===== config.mk =====
export PLATFORM = sky130hd
export DESIGN_NAME = decode_stage
export DESIGN_NICKNAME = d
export VERILOG_FILES = /design/src/rtl/decode_stage.sv
export SDC_FILE = /design/constraint.sdc
export NUM_CORES = 1
export LEC_CHECK = 0
export BUFFER_PORTS_ARGS = -buffer_cell sky130_fd_sc_hd__buf_2
export CORE_ASPECT_RATIO = 0.9
export CORE_UTILIZATION = 45
export DETAILED_ROUTE_END_ITERATION = 16
export HOLD_SLACK_MARGIN = 0.02
export PLACE_DENSITY = 0.78
export SLEW_MARGIN = 20
export SYNTH_ARGS = -nofsm -noshare
export SYNTH_HDL_FRONTEND = slang
export SYNTH_SLANG_ARGS = --single-unit

===== constraint.sdc =====
create_clock -name clk -period 2.5 [get_ports clk]
set_input_delay 0 -clock clk [delete_from_list [all_inputs] [get_ports clk]]
set_output_delay 0 -clock clk [all_outputs]
set_load 0.01 [all_outputs]

===== src/rtl/decode_stage.sv =====
// decode_stage: registered, handshaked RV32I decode for OP-IMM, OP, LOAD,
// STORE, LUI and AUIPC. Holds one decoded bundle, inserts a bubble on a
// load-use dependency, supports flush and counts hazard stall cycles.
module decode_stage #(
   parameter int XLEN    = 32,
   parameter int ALUOP_W = 4,
   parameter int CNT_W   = 16
) (
   input  logic               clk,
   input  logic               rst_n,
   input  logic               flush,
   input  logic               in_valid,
   output logic               in_ready,
   input  logic [31:0]        in_inst,
   input  logic [XLEN-1:0]    in_pc,
   output logic               out_valid,
   input  logic               out_ready,
   output logic [XLEN-1:0]    out_pc,
   output logic [4:0]         out_rs1,
   output logic [4:0]         out_rs2,
   output logic [4:0]         out_rd,
   output logic [XLEN-1:0]    out_imm,
   output logic [ALUOP_W-1:0] out_alu_op,
   output logic               out_alu_src_imm,
   output logic               out_alu_src_pc,
   output logic [1:0]         out_mem_op,
   output logic [1:0]         out_mem_size,
   output logic               out_mem_unsigned,
   output logic               out_reg_we,
   output logic               out_illegal,
   output logic [CNT_W-1:0]   stall_cnt
);

   localparam logic [6:0] OPC_OP_IMM = 7'b0010011;
   localparam logic [6:0] OPC_OP     = 7'b0110011;
   localparam logic [6:0] OPC_LOAD   = 7'b0000011;
   localparam logic [6:0] OPC_STORE  = 7'b0100011;
   localparam logic [6:0] OPC_LUI    = 7'b0110111;
   localparam logic [6:0] OPC_AUIPC  = 7'b0010111;

   localparam logic [6:0] F7_ZERO = 7'b0000000;
   localparam logic [6:0] F7_ALT  = 7'b0100000;

   localparam logic [ALUOP_W-1:0] ALU_NOP   = ALUOP_W'(0);
   localparam logic [ALUOP_W-1:0] ALU_ADD   = ALUOP_W'(1);
   localparam logic [ALUOP_W-1:0] ALU_SUB   = ALUOP_W'(2);
   localparam logic [ALUOP_W-1:0] ALU_SLL   = ALUOP_W'(3);
   localparam logic [ALUOP_W-1:0] ALU_SLT   = ALUOP_W'(4);
   localparam logic [ALUOP_W-1:0] ALU_SLTU  = ALUOP_W'(5);
   localparam logic [ALUOP_W-1:0] ALU_XOR   = ALUOP_W'(6);
   localparam logic [ALUOP_W-1:0] ALU_SRL   = ALUOP_W'(7);
   localparam logic [ALUOP_W-1:0] ALU_SRA   = ALUOP_W'(8);
   localparam logic [ALUOP_W-1:0] ALU_OR    = ALUOP_W'(9);
   localparam logic [ALUOP_W-1:0] ALU_AND   = ALUOP_W'(10);
   localparam logic [ALUOP_W-1:0] ALU_PASSB = ALUOP_W'(11);

   localparam logic [1:0] MEM_NOP   = 2'd0;
   localparam logic [1:0] MEM_READ  = 2'd1;
   localparam logic [1:0] MEM_WRITE = 2'd2;

   localparam logic [1:0] SIZE_BYTE = 2'd0;
   localparam logic [1:0] SIZE_HALF = 2'd1;
   localparam logic [1:0] SIZE_WORD = 2'd2;

   // instruction fields
   logic [6:0] opcode;
   logic [4:0] f_rd;
   logic [2:0] f3;
   logic [4:0] f_rs1;
   logic [4:0] f_rs2;
   logic [6:0] f7;

   assign opcode = in_inst[6:0];
   assign f_rd   = in_inst[11:7];
   assign f3     = in_inst[14:12];
   assign f_rs1  = in_inst[19:15];
   assign f_rs2  = in_inst[24:20];
   assign f7     = in_inst[31:25];

   // decoded (not yet registered) bundle
   logic [4:0]         d_rs1, d_rs2, d_rd;
   logic [XLEN-1:0]    d_imm;
   logic [ALUOP_W-1:0] d_alu;
   logic               d_simm, d_spc;
   logic [1:0]         d_mop, d_msz;
   logic               d_muns, d_we, d_ill;
   logic               use_rs1, use_rs2;
   logic               hazard;
   logic               accept;

   function automatic logic [XLEN-1:0] sext12(input logic [11:0] v);
      return XLEN'($signed(v));
   endfunction

   function automatic logic [XLEN-1:0] sext32(input logic [31:0] v);
      return XLEN'($signed(v));
   endfunction

   // Decode the incoming word; an undecodable word collapses to an all-zero bundle with illegal set
   always_comb begin
      d_rs1   = '0;
      d_rs2   = '0;
      d_rd    = '0;
      d_imm   = '0;
      d_alu   = ALU_NOP;
      d_simm  = 1'b0;
      d_spc   = 1'b0;
      d_mop   = MEM_NOP;
      d_msz   = SIZE_BYTE;
      d_muns  = 1'b0;
      d_we    = 1'b0;
      d_ill   = 1'b0;
      use_rs1 = 1'b0;
      use_rs2 = 1'b0;
      case (opcode)
         OPC_OP_IMM: begin
            d_rs1   = f_rs1;
            d_rd    = f_rd;
            d_imm   = sext12(in_inst[31:20]);
            d_simm  = 1'b1;
            d_we    = (f_rd != 5'd0);
            use_rs1 = 1'b1;
            case (f3)
               3'd0: d_alu = ALU_ADD;
               3'd2: d_alu = ALU_SLT;
               3'd3: d_alu = ALU_SLTU;
               3'd4: d_alu = ALU_XOR;
               3'd6: d_alu = ALU_OR;
               3'd7: d_alu = ALU_AND;
               3'd1: begin
                  d_imm = XLEN'(in_inst[24:20]);
                  if (f7 == F7_ZERO) d_alu = ALU_SLL;
                  else d_ill = 1'b1;
               end
               default: begin
                  d_imm = XLEN'(in_inst[24:20]);
                  if (f7 == F7_ZERO) d_alu = ALU_SRL;
                  else if (f7 == F7_ALT) d_alu = ALU_SRA;
                  else d_ill = 1'b1;
               end
            endcase
         end
         OPC_OP: begin
            d_rs1   = f_rs1;
            d_rs2   = f_rs2;
            d_rd    = f_rd;
            d_we    = (f_rd != 5'd0);
            use_rs1 = 1'b1;
            use_rs2 = 1'b1;
            if (f7 == F7_ZERO) begin
               case (f3)
                  3'd0:    d_alu = ALU_ADD;
                  3'd1:    d_alu = ALU_SLL;
                  3'd2:    d_alu = ALU_SLT;
                  3'd3:    d_alu = ALU_SLTU;
                  3'd4:    d_alu = ALU_XOR;
                  3'd5:    d_alu = ALU_SRL;
                  3'd6:    d_alu = ALU_OR;
                  default: d_alu = ALU_AND;
               endcase
            end else if (f7 == F7_ALT && f3 == 3'd0) begin
               d_alu = ALU_SUB;
            end else if (f7 == F7_ALT && f3 == 3'd5) begin
               d_alu = ALU_SRA;
            end else begin
               d_ill = 1'b1;
            end
         end
         OPC_LOAD: begin
            d_rs1   = f_rs1;
            d_rd    = f_rd;
            d_imm   = sext12(in_inst[31:20]);
            d_alu   = ALU_ADD;
            d_simm  = 1'b1;
            d_mop   = MEM_READ;
            d_we    = (f_rd != 5'd0);
            use_rs1 = 1'b1;
            case (f3)
               3'd0: d_msz = SIZE_BYTE;
               3'd1: d_msz = SIZE_HALF;
               3'd2: d_msz = SIZE_WORD;
               3'd4: begin
                  d_msz  = SIZE_BYTE;
                  d_muns = 1'b1;
               end
               3'd5: begin
                  d_msz  = SIZE_HALF;
                  d_muns = 1'b1;
               end
               default: d_ill = 1'b1;
            endcase
         end
         OPC_STORE: begin
            d_rs1   = f_rs1;
            d_rs2   = f_rs2;
            d_imm   = sext12({in_inst[31:25], in_inst[11:7]});
            d_alu   = ALU_ADD;
            d_simm  = 1'b1;
            d_mop   = MEM_WRITE;
            use_rs1 = 1'b1;
            use_rs2 = 1'b1;
            case (f3)
               3'd0:    d_msz = SIZE_BYTE;
               3'd1:    d_msz = SIZE_HALF;
               3'd2:    d_msz = SIZE_WORD;
               default: d_ill = 1'b1;
            endcase
         end
         OPC_LUI: begin
            d_rd   = f_rd;
            d_imm  = sext32({in_inst[31:12], 12'b0});
            d_alu  = ALU_PASSB;
            d_simm = 1'b1;
            d_we   = (f_rd != 5'd0);
         end
         OPC_AUIPC: begin
            d_rd   = f_rd;
            d_imm  = sext32({in_inst[31:12], 12'b0});
            d_alu  = ALU_ADD;
            d_simm = 1'b1;
            d_spc  = 1'b1;
            d_we   = (f_rd != 5'd0);
         end
         default: d_ill = 1'b1;
      endcase
      if (d_ill) begin
         d_rs1   = '0;
         d_rs2   = '0;
         d_rd    = '0;
         d_imm   = '0;
         d_alu   = ALU_NOP;
         d_simm  = 1'b0;
         d_spc   = 1'b0;
         d_mop   = MEM_NOP;
         d_msz   = SIZE_BYTE;
         d_muns  = 1'b0;
         d_we    = 1'b0;
         use_rs1 = 1'b0;
         use_rs2 = 1'b0;
      end
   end

   // A held load whose destination feeds the incoming instruction blocks it for one cycle
   always_comb begin
      hazard = in_valid && out_valid && (out_mem_op == MEM_READ) && (out_rd != 5'd0) &&
               ((use_rs1 && (d_rs1 == out_rd)) || (use_rs2 && (d_rs2 == out_rd)));
      in_ready = !flush && !hazard && (!out_valid || out_ready);
      accept   = in_valid && in_ready;
   end

   // Output register: flush kills, transfer loads, drained output becomes a bubble with fields held
   always_ff @(posedge clk or negedge rst_n) begin
      if (!rst_n) begin
         out_valid        <= 1'b0;
         out_pc           <= '0;
         out_rs1          <= '0;
         out_rs2          <= '0;
         out_rd           <= '0;
         out_imm          <= '0;
         out_alu_op       <= ALU_NOP;
         out_alu_src_imm  <= 1'b0;
         out_alu_src_pc   <= 1'b0;
         out_mem_op       <= MEM_NOP;
         out_mem_size     <= SIZE_BYTE;
         out_mem_unsigned <= 1'b0;
         out_reg_we       <= 1'b0;
         out_illegal      <= 1'b0;
      end else if (flush) begin
         out_valid <= 1'b0;
      end else if (accept) begin
         out_valid        <= 1'b1;
         out_pc           <= in_pc;
         out_rs1          <= d_rs1;
         out_rs2          <= d_rs2;
         out_rd           <= d_rd;
         out_imm          <= d_imm;
         out_alu_op       <= d_alu;
         out_alu_src_imm  <= d_simm;
         out_alu_src_pc   <= d_spc;
         out_mem_op       <= d_mop;
         out_mem_size     <= d_msz;
         out_mem_unsigned <= d_muns;
         out_reg_we       <= d_we;
         out_illegal      <= d_ill;
      end else if (out_valid && out_ready) begin
         out_valid <= 1'b0;
      end
   end

   // Count load-use stall cycles, sticking at all-ones
   always_ff @(posedge clk or negedge rst_n) begin
      if (!rst_n) begin
         stall_cnt <= '0;
      end else if (hazard && !flush && (stall_cnt != {CNT_W{1'b1}})) begin
         stall_cnt <= stall_cnt + CNT_W'(1);
      end
   end

endmodule


==> results.md, run 1 <==
* Fillers at 959
* Worst slew margin at 0.492
* Post-synthesis cell type count at 55
* DIE WIDTH at 120 um
* Worst-Margin Slew at 762 ps
* Hold Vio Cnt, Final at 0
* Clk_skew at 8.70 ps
* Syn_area_per_cell at 11.5 sq um
* Die height at 108 um
* Post-CTS Setup Repair Bufs at 0
* Clock Power Share at 0.364
* Net Count, Synth at 563
* Number of flops mapped to enable cells by yosys at 0
* Peak supply drop at 0.000397 V
* Clock tree buffer depth at 2
* First-pass GRT wire length at 24600 um
* Ports at 179
* Final HPWL DP at 10400 um
* Routed Antenna Nets at 0
* Final Max Slew Viols at 0
* Core footprint at 12200 sq um
* Post-synthesis register bit count at 109
* Most used DFF post-synth: dfrtp_1
* WL final at 15300 um
* PD cells at 525 nW/um^2
* Leak at 3.75 nW
* NumNets Final at 802
* Die area at 13000 sq um
* DRT Pass-1 Iters at 4
* NetSw at 1.03 mW
* Placed cell count at 828
* Gate power share at 0.164
* # setup viols final at 0
* CP required at 2740 ps
* Switching Share at 0.254
* CTS tree: yes
* Max-cap violations at 0
* H-tree levels at 3
* Initial Util at 0.465
* Outcome: finished clean
* Layout cell share with drive strength beyond 1 at 0.410
* Via count at approximately 4.7k
* Reg clk slew, reported paths at 70 ps
* Fmax at 409 MHz
* Async set-reset flop share out of synthesis at 1.00
* Seq pwr share at 0.472
* Min-delay worst type: primary input to flop
* Fin crit period at 2450 ps
* DRC at 0
* RSZ-0062 raised after global routing: true
* Final Non-Filler Cells at 897
* Tcrit/Tclk final at 0.979
* Internal at 3.02 mW
* Initial antenna violation count at 0
* Crit path launch type: primary input
* IO Port Bufs at 178
* Post-route cell area at 7700 sq um
* Clk Latency, worst-skew pair at 350 ps
* Clock Sinks at 109
* Antenna diodes at 0
* DR WL/cell at between 15 and 20 um
* CP Max Fanout at 41
* Warnings from Yosys at 0
* Placed cell area at 6840 sq um
* P&R area growth vs syn at 36.2%
* DR vias/cell at 5.29
* Syn Inst Count at 493
* Grt total ovfl at 0
* Mapped Area at 5660 sq um
* Iter 0 DRT Violations at approximately 310
* RD Place Congestion at 0.894
* Arr. time, crit path at 2680 ps
* Register area share after synthesis at 0.482
* Kind of critical path: primary input to flop
* CTS buffer count at 9
* Root Buffer: clkbuf_16
* Final core occ at 0.633
* GRT Total Usage at 0.245
* Power Total at slightly above 4 mW
* Setup TNS at 0 ps
* Vias in the first global route at between 4k and 5k
* Largest net degree at the start of global routing at 59
* Row Count at 38
* CP endpoint kind: flop
[metrics by stage]
step	setup WS (ps)	hold slack (ps)
finish	53.4	79.8
global route	-25.4	97.9
detailed placement	-0.579	116
CTS	9.11	61.9
floorplan	179	-296
global placement	49.9	107
[layer usage]
metal  up-vias  GRT usage  routed length (um)
met2       221      0.396                7190
met5         -          0                   0
met4         0     0.0929                 379
met1      2287      0.312                6540
li1       2203          -                   -
met3        32     0.0701                1160
[Yosys cell counts (all sizes together), types with 4 or more instances]
cell type	count	area (sq um)
dfrtp	109	2730
mux2	69	987
nand2	48	180
a21oi	29	149
inv	28	105
mux2i	25	250
xnor2	18	158
clkbuf	17	63.8
nor2	16	60.1
nor3	14	70.1
and3	13	81.3
buf	12	110
nand3	11	55.1
nand4	9	56.3
o21ai	6	30.0
xor2	6	52.6
a22oi	5	37.5
nor2b	5	31.3
or2	5	31.3
nor4	4	31.3
[flip-flops by register name (all words and copies together), names as in the netlist, 2 cells and up]
register / count
out_mem_op: 2
out_imm: 32
out_pc: 32
stall_cnt: 16
out_rs2: 5
out_rs1: 5
out_mem_size: 2
out_rd: 5
out_alu_op: 4
[worst paths after layout]
kind	startpoint	endpoint	slack (ps)	cells after the start
min in group asynchronous	rst_n	out_rs1[3]	250	2
hold / removal	in_inst[4]	out_mem_op[0]	80	4
max in group asynchronous	rst_n	out_imm[15]	1460	3
setup / recovery	in_inst[29]	out_imm[15]	50	9
hold reg to reg	stall_cnt[6]	stall_cnt[6]	490	1
setup reg to reg	out_rd[2]	out_imm[15]	80	7
[placed cells by master (no fill, tap or decap), types with 16 or more instances in the layout]
| master | n |
|---|---|
| buf_2 | 177 |
| dfrtp_1 | 109 |
| mux2_4 | 56 |
| dlygate4sd3_1 | 53 |
| nand2_1 | 48 |
| a21oi_1 | 28 |
| inv_1 | 28 |
| mux2i_1 | 25 |
| buf_4 | 21 |
| xnor2_1 | 18 |
| nor2_1 | 16 |
[cells by family after synthesis]
group | after synthesis | share of synthesized area
buf+inv | 57 | 0.0493
simple gates | 142 | 0.129
compound gates | 66 | 0.0814
mux | 94 | 0.219
fa+ha+maj | 1 | 0.00221
flops | 109 | 0.482
xor+xnor | 24 | 0.0372
[worst max-delay path, stage by stage]
cell	delay (ps)
dlygate4sd3_1	530
buf_2	140
or2_2	370
a311oi_4	390
nor3_1	150
o31ai_4	350
a21oi_4	150
buf_12	210
mux2_4	340
[power by group through the flow]
stage	logic [mW]	clock network, mW	registers (mW)
5_1_grt	0.717	1.58	1.92
2_1_floorplan	0.278	0	1.99
3_3_place_gp	0.575	0	1.94
4_1_cts	0.658	1.52	1.91
6_report	0.664	1.47	1.91
3_5_place_dp	0.591	0	1.94
[timing repair]
action,4_1_cts,5_1_grt
resized for setup,1,3
endpoints found under the setup margin,1,54
hold endpoints to repair,108,0
hold buffers,53,0
[cell type report]
| class | instances | area [sq um] | area share |
|---|---|---|---|
| clock buffer | 10 | 239 | 0.0310 |
| clock inverter | 6 | 70.1 | 0.00909 |
| inverter | 28 | 105 | 0.0136 |
| multi-input combinational | 327 | 2680 | 0.348 |
| sequential | 109 | 2730 | 0.354 |
| tap | 160 | 200 | 0.0260 |
| timing repair buffer | 257 | 1690 | 0.219 |
Note: power is estimated with default switching activity, not from simulation.
==> run 2, diff against run 1 <==
--- a/config.mk
+++ b/config.mk
@@ -10,7 +10,7 @@
 export CORE_UTILIZATION = 45
 export DETAILED_ROUTE_END_ITERATION = 16
 export HOLD_SLACK_MARGIN = 0.02
-export PLACE_DENSITY = 0.78
+export PLACE_DENSITY = 0.76
 export SLEW_MARGIN = 20
 export SYNTH_ARGS = -nofsm -noshare
 export SYNTH_HDL_FRONTEND = slang
==> run 2 against run 1 <==
Design area fell by 0.94%. Fmax rose by 1.1%. Highest routed layer unchanged. Clock-buffer cell count did not move. Final cell count fell by 0.33%. Die area did not move. Combinational power fell by 2%. Largest power group unchanged. Flip-flop and latch count did not move.
==> results.md, run 2 (synthesis gave the netlist of run 1 again) <==
* Critical hold path startpoint: in_inst[2] (was in_inst[4])
* P&R area growth vs syn at 34.9% (was 36.2%)
* DIE WIDTH at 120 um (unchanged)
* Row Count at 38 (unchanged)
* CP Max Fanout at 49 (was 41)
* Routed Antenna Nets at 0 (unchanged)
* Root Buffer: clkbuf_16 (unchanged)
* CTS tree: yes (unchanged)
* Fin worst setup slack at 79.6 ps (was 53.4 ps)
* Most frequent cells in the layout: buf_2 (177), dfrtp_1 (109), mux2_4 (56) (unchanged)
* Final Max Slew Viols at 0 (unchanged)
* Crit path launch: in_inst[29] (unchanged)
* Kind of critical path: primary input to flop (unchanged)
* CP endpoint kind: flop (unchanged)
* Antenna diodes at 0 (unchanged)
* Hold Vio Cnt, Final at 0 (unchanged)
* Leak at 3.73 nW (was 3.75 nW)
* Via count at 4765 (was 4743)
* Register Area at 2730 sq um (unchanged)
* Initial antenna violation count at 0 (unchanged)
* PD cells at 515 nW/um^2 (was 525 nW/um^2)
* Layout cell share with drive strength beyond 1 at 0.406 (was 0.410)
* DRC at 0 (unchanged)
* Die height at 108 um (unchanged)
* Clock Power Share at 0.348 (was 0.364)
* Worst reg2reg startpoint: out_rd[4] (was out_rd[2])
* # setup viols final at 0 (unchanged)
* CP required at 2740 ps (about the same)
* IO Port Bufs at 178 (unchanged)
* Tcrit/Tclk final at 0.968 (was 0.979)
* Worst slew margin at 0.547 (was 0.492)
* Internal at 2.91 mW (was 3.02 mW)
* Fillers at 990 (was 959)
* Vias in the first global route at 4673 (was 4828)
* Area of the multi-input gates at 2680 sq um (about the same)
* H-tree levels at 3 (unchanged)
* Clock Sinks at 109 (unchanged)
* Crit path launch type: primary input (unchanged)
* Reg clk slew, reported paths at 70 ps (about the same)
* GRT Total Usage at 0.230 (was 0.245)
* Max-cap violations at 0 (unchanged)
* DR vias/cell at 5.33 (was 5.29)
* Clk Latency, worst-skew pair at 350 ps (about the same)
* Switching Share at 0.260 (was 0.254)
* Peak supply drop at 0.000456 V (was 0.000397 V)
* Outcome: finished clean (unchanged)
* Top Registers: out_imm: 32 flops, out_pc: 32 flops, stall_cnt: 16 flops (unchanged)
* Fin crit period at 2420 ps (was 2450 ps)
* CTS buffer count at 9 (unchanged)
* Grt total ovfl at 0 (unchanged)
* RSZ-0062 raised after global routing: false (was true)
* Arr. time, crit path at 2660 ps (was 2680 ps)
* Setup WS pre-CTS at 23.5 ps (was -0.579 ps)
* DRT Pass-1 Iters at 5 (was 4)
* Clock tree buffer depth at 2 (unchanged)
* RD Place Congestion at 0.894 (about the same)
* Core footprint at 12200 sq um (unchanged)
* Power Total at 3.93 mW (was 4.05 mW)
* Most common cell after layout, fill and taps aside: buf_2 (unchanged)
* DR WL/cell at 16.4 um (was 17.0 um)
* NumNets Final at 799 (was 802)
* WL final at 14600 um (was 15300 um)
* Hold path depth at 4 (unchanged)
* Ports at 179 (unchanged)
* Final HPWL DP at 9970 um (was 10400 um)
* Iter 0 DRT Violations at 309 (was 305)
* Min-delay worst type: primary input to flop (unchanged)
* Initial Util at 0.465 (unchanged)
* First-pass GRT wire length at 23300 um (was 24600 um)
* NetSw at 1.02 mW (was 1.03 mW)
* Largest net degree at the start of global routing at 60 (was 59)
* Setup TNS at 0 ps (unchanged)
* Gate power share at 0.166 (was 0.164)
* R2r worst-path depth at 7 (unchanged)
* Fmax at 413 MHz (was 409 MHz)
* Clk_skew at 8.52 ps (was 8.70 ps)
* Die area at 13000 sq um (unchanged)
* Seq pwr share at 0.485 (was 0.472)
* Worst-Margin Slew at 680 ps (was 762 ps)
run 2: changes by cell type in the layout (fill, tap and decap cells not counted):
cell / before / now
buf_12: 5 / 3
buf_4: 21 / 19
clkinv_2: 0 / 2
clkinvlp_4: 3 / 1
a2111oi_0: 0 / 1
a2111oi_1: 1 / 0
bufinv_16: 1 / 0
dlygate4sd3_1: 53 / 54
inv_6: 2 / 3
run 2: path summary, 6_finish.rpt:
kind | to | slack, ps
max in group asynchronous | out_imm[18] | 1540
worst max register to register | out_rs2[4] | 130
worst min register to register | stall_cnt[11] | 490
min in group asynchronous | out_pc[10] | 230
worst max-delay path | out_rs2[4] | 80
worst min-delay path | out_mem_op[0] | 100
run 2: layer usage:
layer / up-vias / share of wire / track usage / routed length (um)
met5: - / 0 / 0 / 0
met4: 0 / 0.021 / 0.0929 / 310
met3: 26 / 0.067 / 0.0554 / 985
met2: 226 / 0.47 / 0.371 / 6820
met1: 2315 / 0.45 / 0.299 / 6510
li1: 2198 / - / - / -
run 2: repair_timing:
| item | CTS | global route |
|---|---|---|
| hold endpoints to repair | 103 | 0 |
| endpoints found under the setup margin | 0 | 69 |
| setup buffers | 0 | 1 |
| gates resized for setup | 0 | 3 |
| hold buffers | 54 | 0 |
run 2: worst max-delay path, stage by stage:
cell	delay (ps)
dlygate4sd3_1	540
buf_2	150
or2_2	350
nor2_1	220
a211oi_1	160
nor4_2	370
buf_4	180
a21oi_4	70
buf_12	220
mux2_4	340
run 2: power groups by stage:
stage | Clock, mW | Combinational (mW) | Sequential, mW
floorplan | 0 | 0.278 | 1.99
global placement | 0 | 0.565 | 1.94
detailed placement | 0 | 0.579 | 1.94
CTS | 1.42 | 0.646 | 1.91
global route | 1.47 | 0.704 | 1.92
finish | 1.37 | 0.653 | 1.91
run 2: metrics by stage:
stage          instances  cell area, sq um  utilization  hold slack [ps]
2_1_floorplan        493              5660            -             -296
3_3_place_gp         823              6780        0.557             69.4
3_5_place_dp         823              6780        0.557             84.0
4_1_cts              893              7600        0.625             66.2
5_1_grt              894              7630        0.627              115
6_report             894              7630        0.627             95.3
run 2: layout make-up:
cell class	count	share of cell area
flip-flops and latches	109	0.357
multi-input cells	327	0.351
repair buffers	254	0.215
clock buffers	10	0.0313
well taps	160	0.0262
inverters	28	0.0138
clock inverters	6	0.00574
==> run 3, diff against run 2 <==
--- a/config.mk
+++ b/config.mk
@@ -5,8 +5,10 @@
 export SDC_FILE = /design/constraint.sdc
 export NUM_CORES = 1
 export LEC_CHECK = 0
+export ABC_AREA = 1
 export BUFFER_PORTS_ARGS = -buffer_cell sky130_fd_sc_hd__buf_2
 export CORE_ASPECT_RATIO = 0.9
+export CORE_MARGIN = 2
 export CORE_UTILIZATION = 45
 export DETAILED_ROUTE_END_ITERATION = 16
 export HOLD_SLACK_MARGIN = 0.02
==> run 3 against run 2 <==
Clock-buffer cell count is the same. Core utilization shrank 2.0 points. Critical path type is now flop to output port. Setup slack gained 210 ps.
==> results.md, run 3 <==
* Outcome: finished clean (unchanged)
* CP max stage delay at 470 ps (was 540 ps)
* Ports at 179 (unchanged)
* Most used cell, CP: inv_1
* DRT Pass-1 Iters at 5 (unchanged)
* WL final at 16600 um (was 14600 um)
* Final core occ at 0.607 (was 0.627)
* Post-route cell area at 7620 sq um (was 7630 sq um)
* Syn Inst Count at 761 (was 493)
* Clk Latency, worst-skew pair at 360 ps (was 350 ps)
* Reg-to-reg setup timing slack at 370 ps (was 130 ps)
* Post-synthesis register bit count at 109 (unchanged)
* Max-cap violations at 0 (unchanged)
* Hold Vio Cnt, Final at 0 (unchanged)
* Min-delay worst type: primary input to flop (unchanged)
* CTS tree: yes (unchanged)
* H-tree levels at 3 (unchanged)
* First-pass GRT wire length at 27000 um (was 23300 um)
* CTS buffer count at 9 (unchanged)
* DR vias/cell at 5.11 (was 5.33)
* Initial antenna violation count at 0 (unchanged)
* Crit-path cells: inv_1, nand3_1, o311ai_0, inv_1, a21boi_2, buf_12, buf_2 (was dlygate4sd3_1, buf_2, or2_2, nor2_1, a211oi_1, nor4_2, buf_4, a21oi_4, buf_12, mux2_4)
* Most used DFF post-synth: dfrtp_1 (unchanged)
* Clock Sinks at 109 (unchanged)
* P&R area growth vs syn at 33.2% (was 34.9%)
* Peak supply drop at 0.000411 V (was 0.000456 V)
* Setup TNS at 0 ps (unchanged)
* Crit path launch type: flop (was primary input)
* Net Count, Synth at 831 (was 563)
* Via count at 5886 (was 4765)
* RD Place Congestion at 0.917 (was 0.894)
* DRC at 0 (unchanged)
* Async set-reset flop share out of synthesis at 1.00 (unchanged)
* Top Registers: out_imm: 32 flops, out_pc: 32 flops, stall_cnt: 16 flops (unchanged)
* NumNets Final at 1052 (was 799)
* Largest net degree at the start of global routing at 110 (was 60)
* Row Count at 39 (was 38)
* Vias in the first global route at 5503 (was 4673)
* RSZ-0062 raised after global routing: false (unchanged)
* Die height at 111 um (was 108 um)
* Mapped Area at 5720 sq um (was 5660 sq um)
* CP endpoint kind: output port (was flop)
* Clock tree buffer depth at 2 (unchanged)
* IO Port Bufs at 178 (unchanged)
* Post-CTS Setup Repair Bufs at 0 (unchanged)
* Final Non-Filler Cells at 1151 (was 894)
* Worst-Margin Slew at 614 ps (was 680 ps)
* Post-synthesis cell type count at 34 (was 55)
* Final Max Slew Viols at 0 (unchanged)
* Kind of critical path: flop to output port (was primary input to flop)
* Final HPWL DP at 11400 um (was 9970 um)
* Die area at 13600 sq um (was 13000 sq um)
* CP required at 2500 ps (was 2740 ps)
* Number of flops mapped to enable cells by yosys at 0 (unchanged)
* Leak at 4.03 nW (was 3.73 nW)
* Placed cell area at 6810 sq um (was 6780 sq um)
* PD cells at 510 nW/um^2 (was 515 nW/um^2)
* Tcrit/Tclk final at 0.885 (was 0.968)
* # setup viols final at 0 (unchanged)
* Most common cell after layout, fill and taps aside: nand2_1 (was buf_2)
* Slowest-stage cell, CP: dfrtp_1 (was dlygate4sd3_1)
* CP Max Fanout at 33 (was 49)
* Placed cell count at 1086 (was 823)
* DIE WIDTH at 123 um (was 120 um)
* DR WL/cell at 14.4 um (was 16.4 um)
* Fmax at 452 MHz (was 413 MHz)
* Arr. time, crit path at 2210 ps (was 2660 ps)
* Clk_skew at 7.26 ps (was 8.52 ps)
* Layout cell share with drive strength beyond 1 at 0.232 (was 0.406)
* Post-synth top area cell: dfrtp_1 (unchanged)
* Synth top area share at 0.477 (was 0.482)
* Top post-synthesis cells by count: nand2_1 (238), dfrtp_1 (109), nand3_1 (91), inv_1 (78), o21ai_0 (69) (was dfrtp_1 (109), mux2_4 (56), nand2_1 (48), a21oi_1 (28), inv_1 (28))
* Synth top area cells: dfrtp_1 (48%), nand2_1 (16%), nand3_1 (8.0%) (was dfrtp_1 (48%), mux2_4 (15%), mux2i_1 (4.4%))
* Grt total ovfl at 0 (unchanged)
* Worst slew margin at 0.587 (was 0.547)
* Fin crit period at 2210 ps (was 2420 ps)
* Iter 0 DRT Violations at 498 (was 309)
* Routed Antenna Nets at 0 (unchanged)
* Reg clk slew, reported paths at 80 ps (was 70 ps)
* Syn_area_per_cell at 7.51 sq um (was 11.5 sq um)
* Antenna diodes at 0 (unchanged)
* Most frequent cell after synthesis: nand2_1 (was dfrtp_1)
* Initial Util at 0.456 (was 0.465)
* Root Buffer: clkbuf_16 (unchanged)
* Register area share after synthesis at 0.477 (was 0.482)
* Core footprint at 12500 sq um (was 12200 sq um)
* Warnings from Yosys at 0 (unchanged)
* GRT Total Usage at 0.251 (was 0.230)
* Most frequent cells in the layout: nand2_1 (238), buf_2 (177), dfrtp_1 (109) (was buf_2 (177), dfrtp_1 (109), mux2_4 (56))
==> run 3: through the flow <==
step | power [mW] | setup WS (ps) | hold slack, ps
floorplan | 2.16 | 456 | -296
global placement | 2.39 | 106 | 126
detailed placement | 2.40 | 0.296 | 126
CTS | 3.93 | 222 | 41.6
global route | 4.08 | 30.4 | 111
finish | 3.89 | 288 | 49.8
==> run 3: report_power, final <==
part / internal, mW / switching, mW
clock: 0.733 / 0.720
sequential: 1.84 / 0.0426
combinational: 0.230 / 0.316
==> run 3: layer usage <==
layer,wire (um),up-vias,share of wire,track usage
li1,-,2914,-,-
met1,7600,2735,0.46,0.350
met2,7360,203,0.44,0.380
met3,1200,34,0.073,0.0612
met4,389,0,0.024,0.0851
met5,0,-,0,0
==> run 3: path summary, 6_finish.rpt <==
kind / startpoint / to / cells after the start
worst min register to register: out_pc[19] / out_pc[19] / 2
max in group asynchronous: rst_n / out_rs2[2] / 3
worst max-delay path: out_rd[3] / in_ready / 7
min in group asynchronous: rst_n / out_imm[15] / 3
worst min-delay path: in_inst[27] / out_imm[27] / 5
worst max register to register: stall_cnt[0] / stall_cnt[15] / 13
==> run 3: area by class of cell <==
class	count	area (sq um)
fillers	1141	4920
flip-flops and latches	109	2730
multi-input cells	535	2490
repair buffers	247	1600
inverters	80	300
clock buffers	10	239
well taps	164	205
clock inverters	6	62.6
==> run 3: cells by family (layout without fill, tap and decap cells) <==
family / after synthesis / in the layout / share of synthesized area
AOI/OAI and AO/OA: 116 / 116 / 0.114
buffers and inverters: 117 / 343 / 0.0908
xor gates and xnor gates: 5 / 5 / 0.00766
adders and majority gates: 1 / 1 / 0.00219
DFF: 109 / 109 / 0.477
and+or+nand+nor: 413 / 413 / 0.308
==> run 3: critical path: cells and delay by family (launching register included) <==
family          cells  cell delay [ps]
compound gates      2              540
buf+inv             4              710
flops               1              470
simple gates        1              120
==> run 3: repair_timing <==
item	CTS	global route
hold buffers	49	0
gates resized for setup	0	3
endpoints found under the setup margin	0	3
endpoints found under the hold margin	156	0
